===== config.mk =====
export PLATFORM = sky130hd
export DESIGN_NAME = pakin
export DESIGN_NICKNAME = d
export VERILOG_FILES = /design/src/rtl/pakin_pkg.sv /design/src/rtl/ns_msg_fifo.sv /design/src/rtl/pakin.sv
export SDC_FILE = /design/constraint.sdc
export NUM_CORES = 1
export LEC_CHECK = 0
export CAP_MARGIN = 20
export CORE_MARGIN = 2
export CORE_UTILIZATION = 51
export DETAILED_ROUTE_END_ITERATION = 10
export PLACE_DENSITY = 0.82
export SYNTH_ARGS = -nofsm -noshare
export SYNTH_HDL_FRONTEND = slang
export SYNTH_HIERARCHICAL = 1
export SYNTH_SLANG_ARGS = --single-unit

===== constraint.sdc =====
create_clock -name i_clk -period 3.1 [get_ports i_clk]
set_input_delay 0.31 -clock i_clk [delete_from_list [all_inputs] [get_ports i_clk]]
set_output_delay 0.31 -clock i_clk [all_outputs]
set_load 0.05 [all_outputs]

===== src/rtl/pakin_pkg.sv =====
// Shared types and helpers for the pakin packet-to-message reassembler.
`timescale 1ns/1ps
package pakin_pkg;

    typedef enum logic [1:0] {
        ST_IDLE      = 2'd0,
        ST_ASM       = 2'd1,
        ST_FULL_WAIT = 2'd2
    } asm_state_t;

    localparam logic [7:0] ERR_CNT_MAX = 8'hFF;

    function automatic logic [7:0] sat_inc8(input logic [7:0] v, input logic inc);
        return (inc && (v != ERR_CNT_MAX)) ? v + 8'd1 : v;
    endfunction

endpackage


===== src/rtl/ns_msg_fifo.sv =====
// Message FIFO for packet receivers: W bits wide, DEPTH deep (power of two, >= 2).
// Head is read straight from the storage registers; full/empty use an extra pointer bit.
`timescale 1ns/1ps
module ns_msg_fifo #(
    parameter int W     = 20,
    parameter int DEPTH = 2
) (
    input  logic         i_clk,
    input  logic         reset,
    input  logic         push,
    input  logic [W-1:0] push_dat,
    input  logic         pop,
    output logic [W-1:0] head,
    output logic         empty,
    output logic         full
);

    localparam int AW = $clog2(DEPTH);

    logic [W-1:0] mem [DEPTH];
    logic [AW:0]  wr_ptr;
    logic [AW:0]  rd_ptr;
    logic         do_push;
    logic         do_pop;

    assign empty = (wr_ptr == rd_ptr);
    assign full  = (wr_ptr[AW] != rd_ptr[AW]) && (wr_ptr[AW-1:0] == rd_ptr[AW-1:0]);
    assign head  = mem[rd_ptr[AW-1:0]];

    // A pop frees its slot before a same-cycle push is judged against full.
    assign do_pop  = pop && !empty;
    assign do_push = push && (!full || do_pop);

    always_ff @(posedge i_clk or posedge reset) begin
        if (reset) begin
            wr_ptr <= '0;
            rd_ptr <= '0;
        end else begin
            if (do_push) wr_ptr <= wr_ptr + 1'b1;
            if (do_pop)  rd_ptr <= rd_ptr + 1'b1;
        end
    end

    always_ff @(posedge i_clk) begin
        if (do_push) mem[wr_ptr[AW-1:0]] <= push_dat;
    end

endmodule


===== src/rtl/pakin.sv =====
// pakin: rebuilds {redun, data, addr} messages from indexed packets and queues them for output.
// Optional NS_PAKIN_REDUN_CHECK_EN drops messages whose redundancy field is inconsistent.
`timescale 1ns/1ps
module pakin
    import pakin_pkg::*;
#(
    parameter int PSZ     = 8,
    parameter int FSZ     = 2,
    parameter int ASZ     = 8,
    parameter int DSZ     = 8,
    parameter int RSZ     = 4,
    parameter int REQ_CKS = 2,
    parameter int ACK_CKS = 2,
    localparam int MSZ     = ASZ + DSZ + RSZ,
    localparam int TOT_PKS = MSZ / PSZ + 1,
    localparam int PIW     = (TOT_PKS > 1) ? $clog2(TOT_PKS) : 1
) (
    input  logic               i_clk,
    input  logic               reset,
    output logic               ready,
    input  logic [PIW+PSZ-1:0] rcv0_pakio,
    input  logic               rcv0_req,
    output logic               rcv0_ack,
    output logic [MSZ-1:0]     snd0_dat,
    output logic               snd0_req,
    input  logic               snd0_ack,
    output logic [7:0]         err_cnt
);

    localparam int RCW = $clog2(REQ_CKS + 1);
    localparam int ACW = $clog2(ACK_CKS + 1);

    logic           rg_rdy;
    logic           rcv0_rdy;
    logic           snd0_rdy;
    logic           req_db;
    logic           ack_db;
    logic [RCW-1:0] req_cnt;
    logic [RCW-1:0] req_st;
    logic [ACW-1:0] ack_cnt;
    logic [ACW-1:0] ack_st;

    asm_state_t     state;
    asm_state_t     state_n;
    logic [PIW-1:0] nxt;
    logic [PIW-1:0] nxt_n;
    logic           ack_n;
    logic           err_inc;
    logic           asm_we;
    logic [MSZ-1:0] asm_buf;
    logic [MSZ-1:0] asm_nxt;

    logic [PIW-1:0] pkt_idx;
    logic [PSZ-1:0] pkt_pay;
    logic [PIW-1:0] exp_idx;
    logic           idx_hit;
    logic           idx_start;
    logic           is_last;
    logic           redun_ok;

    logic           push;
    logic [MSZ-1:0] push_dat;
    logic           pop;
    logic [MSZ-1:0] fifo_head;
    logic           fifo_empty;
    logic           fifo_full;

    assign ready = rg_rdy && rcv0_rdy && snd0_rdy;

    // Debouncers: the filtered level follows the pin after CKS cycles of disagreement;
    // "settled" is declared once the pin has agreed with it for CKS consecutive cycles.
    always_ff @(posedge i_clk or posedge reset) begin
        if (reset) begin
            rg_rdy   <= 1'b0;
            req_db   <= 1'b0;
            req_cnt  <= '0;
            req_st   <= '0;
            rcv0_rdy <= 1'b0;
            ack_db   <= 1'b0;
            ack_cnt  <= '0;
            ack_st   <= '0;
            snd0_rdy <= 1'b0;
        end else begin
            rg_rdy <= 1'b1;

            if (rcv0_req == req_db) req_cnt <= '0;
            else if (req_cnt == RCW'(REQ_CKS - 1)) begin
                req_db  <= rcv0_req;
                req_cnt <= '0;
            end else req_cnt <= req_cnt + 1'b1;

            if (!rcv0_rdy) begin
                if (rcv0_req != req_db) req_st <= '0;
                else if (req_st == RCW'(REQ_CKS - 1)) rcv0_rdy <= 1'b1;
                else req_st <= req_st + 1'b1;
            end

            if (snd0_ack == ack_db) ack_cnt <= '0;
            else if (ack_cnt == ACW'(ACK_CKS - 1)) begin
                ack_db  <= snd0_ack;
                ack_cnt <= '0;
            end else ack_cnt <= ack_cnt + 1'b1;

            if (!snd0_rdy) begin
                if (snd0_ack != ack_db) ack_st <= '0;
                else if (ack_st == ACW'(ACK_CKS - 1)) snd0_rdy <= 1'b1;
                else ack_st <= ack_st + 1'b1;
            end
        end
    end

`ifdef NS_PAKIN_REDUN_CHECK_EN
    function automatic logic [RSZ-1:0] calc_redun(input logic [ASZ-1:0] a,
                                                  input logic [DSZ-1:0] d);
        logic [MSZ-1:0] s;
        s = MSZ'(a) + MSZ'(d);
        return s[RSZ-1:0];
    endfunction

    assign redun_ok = (asm_nxt[ASZ+DSZ +: RSZ] == calc_redun(asm_nxt[ASZ-1:0], asm_nxt[ASZ +: DSZ]));
`else
    assign redun_ok = 1'b1;
`endif

    // Packet decode and the assembly image with the incoming payload merged in;
    // payload bits that land beyond MSZ in the last packet simply have no home.
    always_comb begin
        pkt_idx   = rcv0_pakio[PIW+PSZ-1:PSZ];
        pkt_pay   = rcv0_pakio[PSZ-1:0];
        exp_idx   = (state == ST_IDLE) ? '0 : nxt;
        idx_hit   = (pkt_idx == exp_idx);
        idx_start = (pkt_idx == '0);
        is_last   = (pkt_idx == PIW'(TOT_PKS - 1));
        asm_nxt   = asm_buf;
        for (int j = 0; j < MSZ; j++) begin
            if (PIW'(j / PSZ) == pkt_idx) asm_nxt[j] = pkt_pay[j % PSZ];
        end
    end

    assign pop      = snd0_req && ack_db;
    assign push_dat = (state == ST_FULL_WAIT) ? asm_buf : asm_nxt;

    always_comb begin
        state_n = state;
        nxt_n   = nxt;
        ack_n   = rcv0_ack;
        err_inc = 1'b0;
        push    = 1'b0;
        asm_we  = 1'b0;
        if (ready && req_db && !rcv0_ack) begin
            if (state == ST_FULL_WAIT) begin
                if (!fifo_full || pop) begin
                    push    = 1'b1;
                    ack_n   = 1'b1;
                    state_n = ST_IDLE;
                end
            end else if (!idx_hit && !idx_start) begin
                // Out-of-order packet: drop the partial message but keep the link moving.
                err_inc = 1'b1;
                ack_n   = 1'b1;
                nxt_n   = '0;
                state_n = ST_IDLE;
            end else begin
                err_inc = !idx_hit;
                asm_we  = 1'b1;
                if (is_last) begin
                    nxt_n = '0;
                    if (!redun_ok) begin
                        err_inc = 1'b1;
                        ack_n   = 1'b1;
                        state_n = ST_IDLE;
                    end else if (!fifo_full || pop) begin
                        push    = 1'b1;
                        ack_n   = 1'b1;
                        state_n = ST_IDLE;
                    end else begin
                        state_n = ST_FULL_WAIT;
                    end
                end else begin
                    ack_n   = 1'b1;
                    nxt_n   = pkt_idx + PIW'(1);
                    state_n = ST_ASM;
                end
            end
        end else if (!req_db && rcv0_ack) begin
            ack_n = 1'b0;
        end
    end

    always_ff @(posedge i_clk or posedge reset) begin
        if (reset) begin
            state    <= ST_IDLE;
            nxt      <= '0;
            rcv0_ack <= 1'b0;
            err_cnt  <= '0;
        end else begin
            state    <= state_n;
            nxt      <= nxt_n;
            rcv0_ack <= ack_n;
            err_cnt  <= sat_inc8(err_cnt, err_inc);
        end
    end

    always_ff @(posedge i_clk) begin
        if (asm_we) asm_buf <= asm_nxt;
    end

    ns_msg_fifo #(
        .W     (MSZ),
        .DEPTH (FSZ)
    ) u_fifo (
        .i_clk    (i_clk),
        .reset    (reset),
        .push     (push),
        .push_dat (push_dat),
        .pop      (pop),
        .head     (fifo_head),
        .empty    (fifo_empty),
        .full     (fifo_full)
    );

    // Output channel: the head is latched when offered, so snd0_dat holds while snd0_req is up.
    always_ff @(posedge i_clk or posedge reset) begin
        if (reset) begin
            snd0_req <= 1'b0;
            snd0_dat <= '0;
        end else if (pop) begin
            snd0_req <= 1'b0;
        end else if (ready && !snd0_req && !ack_db && !fifo_empty) begin
            snd0_req <= 1'b1;
            snd0_dat <= fifo_head;
        end
    end

endmodule


Word-level counts from Yosys, hierarchy flattened
Memory sizes are Yosys's and may differ from the RTL's. A register that Yosys moved wholly into a read port is not among the register bits.
Index checks and enable logic that the tools add are counted.
Operators by class
  add/subtract/negate cells: 8
  equal/unequal tests: 20
  mux-type cells: 64
  bitwise gates (word level): 6
  reductions and logical operators: 35
Operators by type and width (count)
  1-bit 2-to-1 mux: 47
  2-bit 2-to-1 mux: 16
  20-bit 2-to-1 mux: 1
  2-bit by 1-bit adder with 2-bit output, second input constant: 7
  1-bit logical AND: 14
  2-bit AND reduction: 7
  8-bit by 1-bit adder with 8-bit output, second input constant: 1
  2-bit by 1-bit equality test with 1-bit output, second input constant: 4
  1-bit zero test: 8
  8-bit inequality test, second input constant: 1
  1-bit NOT: 6
  2-bit equality test: 2
  2-bit equality test, second input constant: 2
  2-bit zero test: 2
  2-bit inequality test, second input constant: 2
  2-bit nonzero test: 2
  1-bit equality test: 3
  1-bit inequality test: 3
  1-bit by 2-bit equality test with 1-bit output, first input constant: 1
  2-bit equality test, first input constant: 1
  1-bit logical OR: 2
  2-bit by 1-bit inequality test with 1-bit output, second input constant: 1
Word-level totals
  bits in registers: 51
  bits in writable memories: 40
  input port bits: 14
  output and inout bits: 31
  word-level logic and storage cells: 151
  memories kept: 1
Memory list
  u_fifo.mem: depth 2, bits a word 20, rd ports 1, clocked after Yosys merged registers in 1, write ports 1, RTL line ns_msg_fifo.sv:20  | logic [W-1:0] mem [DEPTH];

Longest topological paths before layout
  depth after elaboration: 12
  gate-level depth with buffers: 9
  gate-level depth less buffers: 8

By module
The synthesis kept the hierarchy.
Modules (own cells, without submodules)
  pakin: times used 1, cells an instance 237, area an instance 3186.8 um^2, sequential area each 1776.7 um^2
  ns_msg_fifo: times used 1, cells an instance 92, area an instance 1685.4 um^2, sequential area each 1301.2 um^2

Worst setup path after synthesis
No wires, ideal clock.
  path type: flip-flop to flip-flop
  from: register nxt[1]
  to: memory u_fifo.mem[1][0] (enable)
  setup time: 0.404 ns
  arrival time: 2.687 ns
  slack: 0.009 ns
  stages on the path, launching flop included: 9
  path through: dfrtp_1 buf_4 and4bb_1 a31oi_2 a2bb2oi_4 o21a_1 nor3_1 nand2_1 a21oi_1
On the way
  longest elaborated chain between the ends: 10
Ends and longest elaborated chain
  start, declared: RTL line pakin.sv:45  | logic [PIW-1:0] nxt;
  start signal, assigned: RTL line pakin.sv:198  | nxt <= nxt_n;
  2-bit 2-to-1 mux: RTL line pakin.sv:130  | exp_idx = (state == ST_IDLE) ? '0 : nxt;
  2-bit equality test: RTL line pakin.sv:131  | idx_hit = (pkt_idx == exp_idx);
  1-bit zero test: RTL line pakin.sv:157  | end else if (!idx_hit && !idx_start) begin
  1-bit logical AND: RTL line pakin.sv:157
  1-bit 2-to-1 mux: RTL line pakin.sv:157
  1-bit 2-to-1 mux: RTL line pakin.sv:151  | if (state == ST_FULL_WAIT) begin
  1-bit 2-to-1 mux: RTL line pakin.sv:150  | if (ready && req_db && !rcv0_ack) begin
  named net push: RTL line pakin.sv:61  | logic push;
  1-bit logical AND: RTL line ns_msg_fifo.sv:32  | assign do_push = push && (!full || do_pop);
  1-bit 2-to-1 mux: RTL line ns_msg_fifo.sv:45  | if (do_push) mem[wr_ptr[AW-1:0]] <= push_dat;
  1-bit 2-to-1 mux (implied by the code): RTL line ns_msg_fifo.sv:45
  end, declared: RTL line ns_msg_fifo.sv:20
The timed path passes the listed nets, and every way through them passes these cells.

Final worst setup path
  from: register nxt[1]
  to: memory u_fifo.mem[1][12] (enable)
The elaborated chain is that of the path after synthesis.

==> results.cfg <==
[critical_path]
rr_startpoint = nxt[1]
cp-end-kind = flip-flop
critical_path_arrival_ps = 2570
critPathRequiredTime_ps = 3160
worst_path_max_fanout = 20
cp_slowest_stage_delay_ps = 480
crit_path_cell_trace = and4bb_1 -> a31oi_2 -> a2bb2oi_4 -> o21a_1 -> nor3_1 -> nand2_1 -> a21oi_2 -> buf_4
critPathLaunchType = flip-flop
ff2ff_path_depth = 8
worstSetupStartpoint = nxt[1]
setup.worst_path.class = flip-flop to flip-flop
cp_slowest_cell = sky130_fd_sc_hd__dfrtp_1

[final_layout]
layout.cells.most_common = sky130_fd_sc_hd__mux2_2
drive_gt1_frac = 0.3005
area_delta_synth_final_pct = 16.69
postLayoutCoreUtil = 0.6153
mostFrequentLayoutCells = sky130_fd_sc_hd__mux2_2 (83), sky130_fd_sc_hd__edfxtp_1 (60), sky130_fd_sc_hd__dfrtp_1 (51)
antennaDiodeCount = 0
final_cells = 515
nNetsFinal = 398

[synth]
netlist_area_um2 = 4872
ffs_latches_synth = 111
synth_top_area_cell = sky130_fd_sc_hd__edfxtp_1
synth_edf_count = 60
ys_seq_area_frac = 0.6317
post_synth_inst_count = 329
async_reset_ff_frac = 0.4595
synth.distinct_cells = 46
post-synth-top-area-fraction = 0.3698
syn-mean-instance-area_um2 = 14.81
ys_top_cells_by_area = sky130_fd_sc_hd__edfxtp_1 (37%), sky130_fd_sc_hd__dfrtp_1 (26%), sky130_fd_sc_hd__mux2_2 (19%), sky130_fd_sc_hd__xnor2_1 (2.2%), sky130_fd_sc_hd__nand2_1 (1.2%)
synth-main-ff-cell = sky130_fd_sc_hd__edfxtp_1
syn-num-nets = 346
yosysWarningCount = 6

[drt]
wirelength_um = 8269
final_antenna_net_count = 0
drtIter0Drc = 154
vias = 2760
drtPass1Iterations = 5
avgViaCountPerCell = 5.359
drt-wirelength-per-cell_um = 16.06
route.detailed.drc = 0

[power_and_ir_drop]
sequentialPowerShare = 0.420
power.internal_mw = 3.038
total_switching_power_mw = 1.948
swShare = 0.3907
worst_ir_drop_vdd_uv = 496.3
power.density_cell_area_nw_per_um2 = 876.9
pwr-share-clk = 0.170
power.combinational.fraction = 0.410
leakage_nw = 2.152

[sta]
final.setup.worst_slack_ps = 595.2
hold_violations = 0
tightestPinTransition_ps = 889.5
slew_headroom = 0.4070
clock_skew_ps = 7.544
report.final.setup_viol = 0
final_period_minus_worst_setup_slack_ps = 2505
fmaxAchievable_mhz = 399.2
slew_viol_final = 0
timing.final.crit_share = 0.8080
finalSetupTns_ps = 0
setup_repair_after_global_routing_missed_its_margin = false

[floorplan]
ioPinCount = 45
die_h_um = 101.7
floorplan.die.width_um = 101.7
placementRows = 35
die_area_um2 = 10350
core_area_um2 = 9240
initial_utilization = 0.5273

[global_route]
grt_util_all_layers = 0.1771
grt_first_pass_wirelength_um = 13730
antenna_violations_before_repair = 0
overflow = 0
first_global_vias = 2725
grt_max_degree = 48

[worst_hold_path]
worst_hold_path_type = input port to asynchronous set/reset pin

[placed_design]
place.port_buffers = 44
gp_routability_congestion = 0.8650
place_hpwl_um = 5669
placement.setup.worst_slack_ps = 259.5
placed_cells_incl_taps = 498

[cts]
htreeDepth = 3
cts_root_buffer = sky130_fd_sc_hd__clkbuf_8
cts.sinks = 111
cts_resized = 0
clkLatencyLatePin_ps = 380
post_cts.repair.setup_buffers = 0
tritoncts = yes
path_clk_slew_ps = 110
cts-buffers-inserted = 9
cts.path.max_buffers = 2
cts.hold.buffers_added = 0

[job]
maxCapViolCount = 0

[outcome]
outcome = finished clean
sequential cells by signal, summed over array words and instances, names as in the netlist, 8 cells and up:
| signal | cells |
|---|---|
| asm_buf | 20 |
| u_fifo/mem | 40 |
| err_cnt | 8 |
| snd0_dat | 20 |
final cells by class:
type	count	area, µm²
fillers	702	3555
flip-flops and latches	111	3078
multi-input cells	197	1700
repair buffers	52	513.0
well taps	129	161.4
clock buffers	9	123.9
clock inverters	7	71.32
inverters	10	37.54
cell families after synthesis:
group,synth area share
xor+xnor,0.02876
compound gates,0.04751
simple gates,0.06857
mux,0.1949
flops,0.6317
fa+ha+maj,0.007705
other cells,0.0007697
buf+inv,0.02003
power by group through the flow:
stage	registers, mW	clock network, mW	logic, mW
6_report	2.09	0.845	2.05
5_1_grt	2.14	0.936	2.18
4_1_cts	2.10	0.872	2.06
3_5_place_dp	2.13	0	2.06
3_3_place_gp	2.11	0	2.01
2_1_floorplan	2.68	0	0.912
critical path: cells and delay by family (launching register included):
| family | cells | cell delay (ps) |
|---|---|---|
| AO/OA/AOI/OAI | 4 | 560 |
| flip-flops | 1 | 480 |
| AND/OR/NAND/NOR | 3 | 860 |
| buffers and inverters | 1 | 280 |
final timing paths:
check | to | slack [ps]
max | u_fifo/mem[1][12] | 600
min | u_fifo/wr_ptr[0] | 180
max reg2reg | u_fifo/mem[1][12] | 600
min reg2reg | ack_cnt[0] | 430
max in group asynchronous | nxt[0] | 2260
min in group i_clk | ack_cnt[0] | 430
metal layers:
layer	up-vias	track usage	wire length, µm
met5	-	0	0
met4	0	0.07277	135
met3	11	0.03796	405
met2	73	0.2520	3796
met1	1370	0.2649	3931
li1	1306	-	-
synthesized netlist by cell type, types with 2 or more instances:
cell type and n:
sky130_fd_sc_hd__xnor2_1 12, sky130_fd_sc_hd__xor2_1 4, sky130_fd_sc_hd__nor2b_1 4, sky130_fd_sc_hd__o31ai_1 2
sky130_fd_sc_hd__nand2_1 16, sky130_fd_sc_hd__o21ai_0 10, sky130_fd_sc_hd__and3_1 4, sky130_fd_sc_hd__buf_2 5
sky130_fd_sc_hd__nand4_1 2, sky130_fd_sc_hd__inv_1 10, sky130_fd_sc_hd__buf_4 3, sky130_fd_sc_hd__ha_1 3
sky130_fd_sc_hd__nand3_1 6, sky130_fd_sc_hd__clkbuf_1 2, sky130_fd_sc_hd__nand2b_1 2, sky130_fd_sc_hd__dfrtp_1 51
sky130_fd_sc_hd__a21o_1 4, sky130_fd_sc_hd__and2_1 3, sky130_fd_sc_hd__nor2_1 15, sky130_fd_sc_hd__mux2_2 83
sky130_fd_sc_hd__edfxtp_1 60, sky130_fd_sc_hd__nor3_1 4
per-stage QoR:
step	total power [mW]	instance area, µm²	hold WS (ps)
5_1_grt	5.260	5685	197.8
3_3_place_gp	4.120	5470	414.2
2_1_floorplan	3.594	4872	76.08
6_report	4.985	5685	181.3
4_1_cts	5.031	5665	182.5
3_5_place_dp	4.186	5470	419.3
No activity file was read; power rests on OpenSTA's default activity.
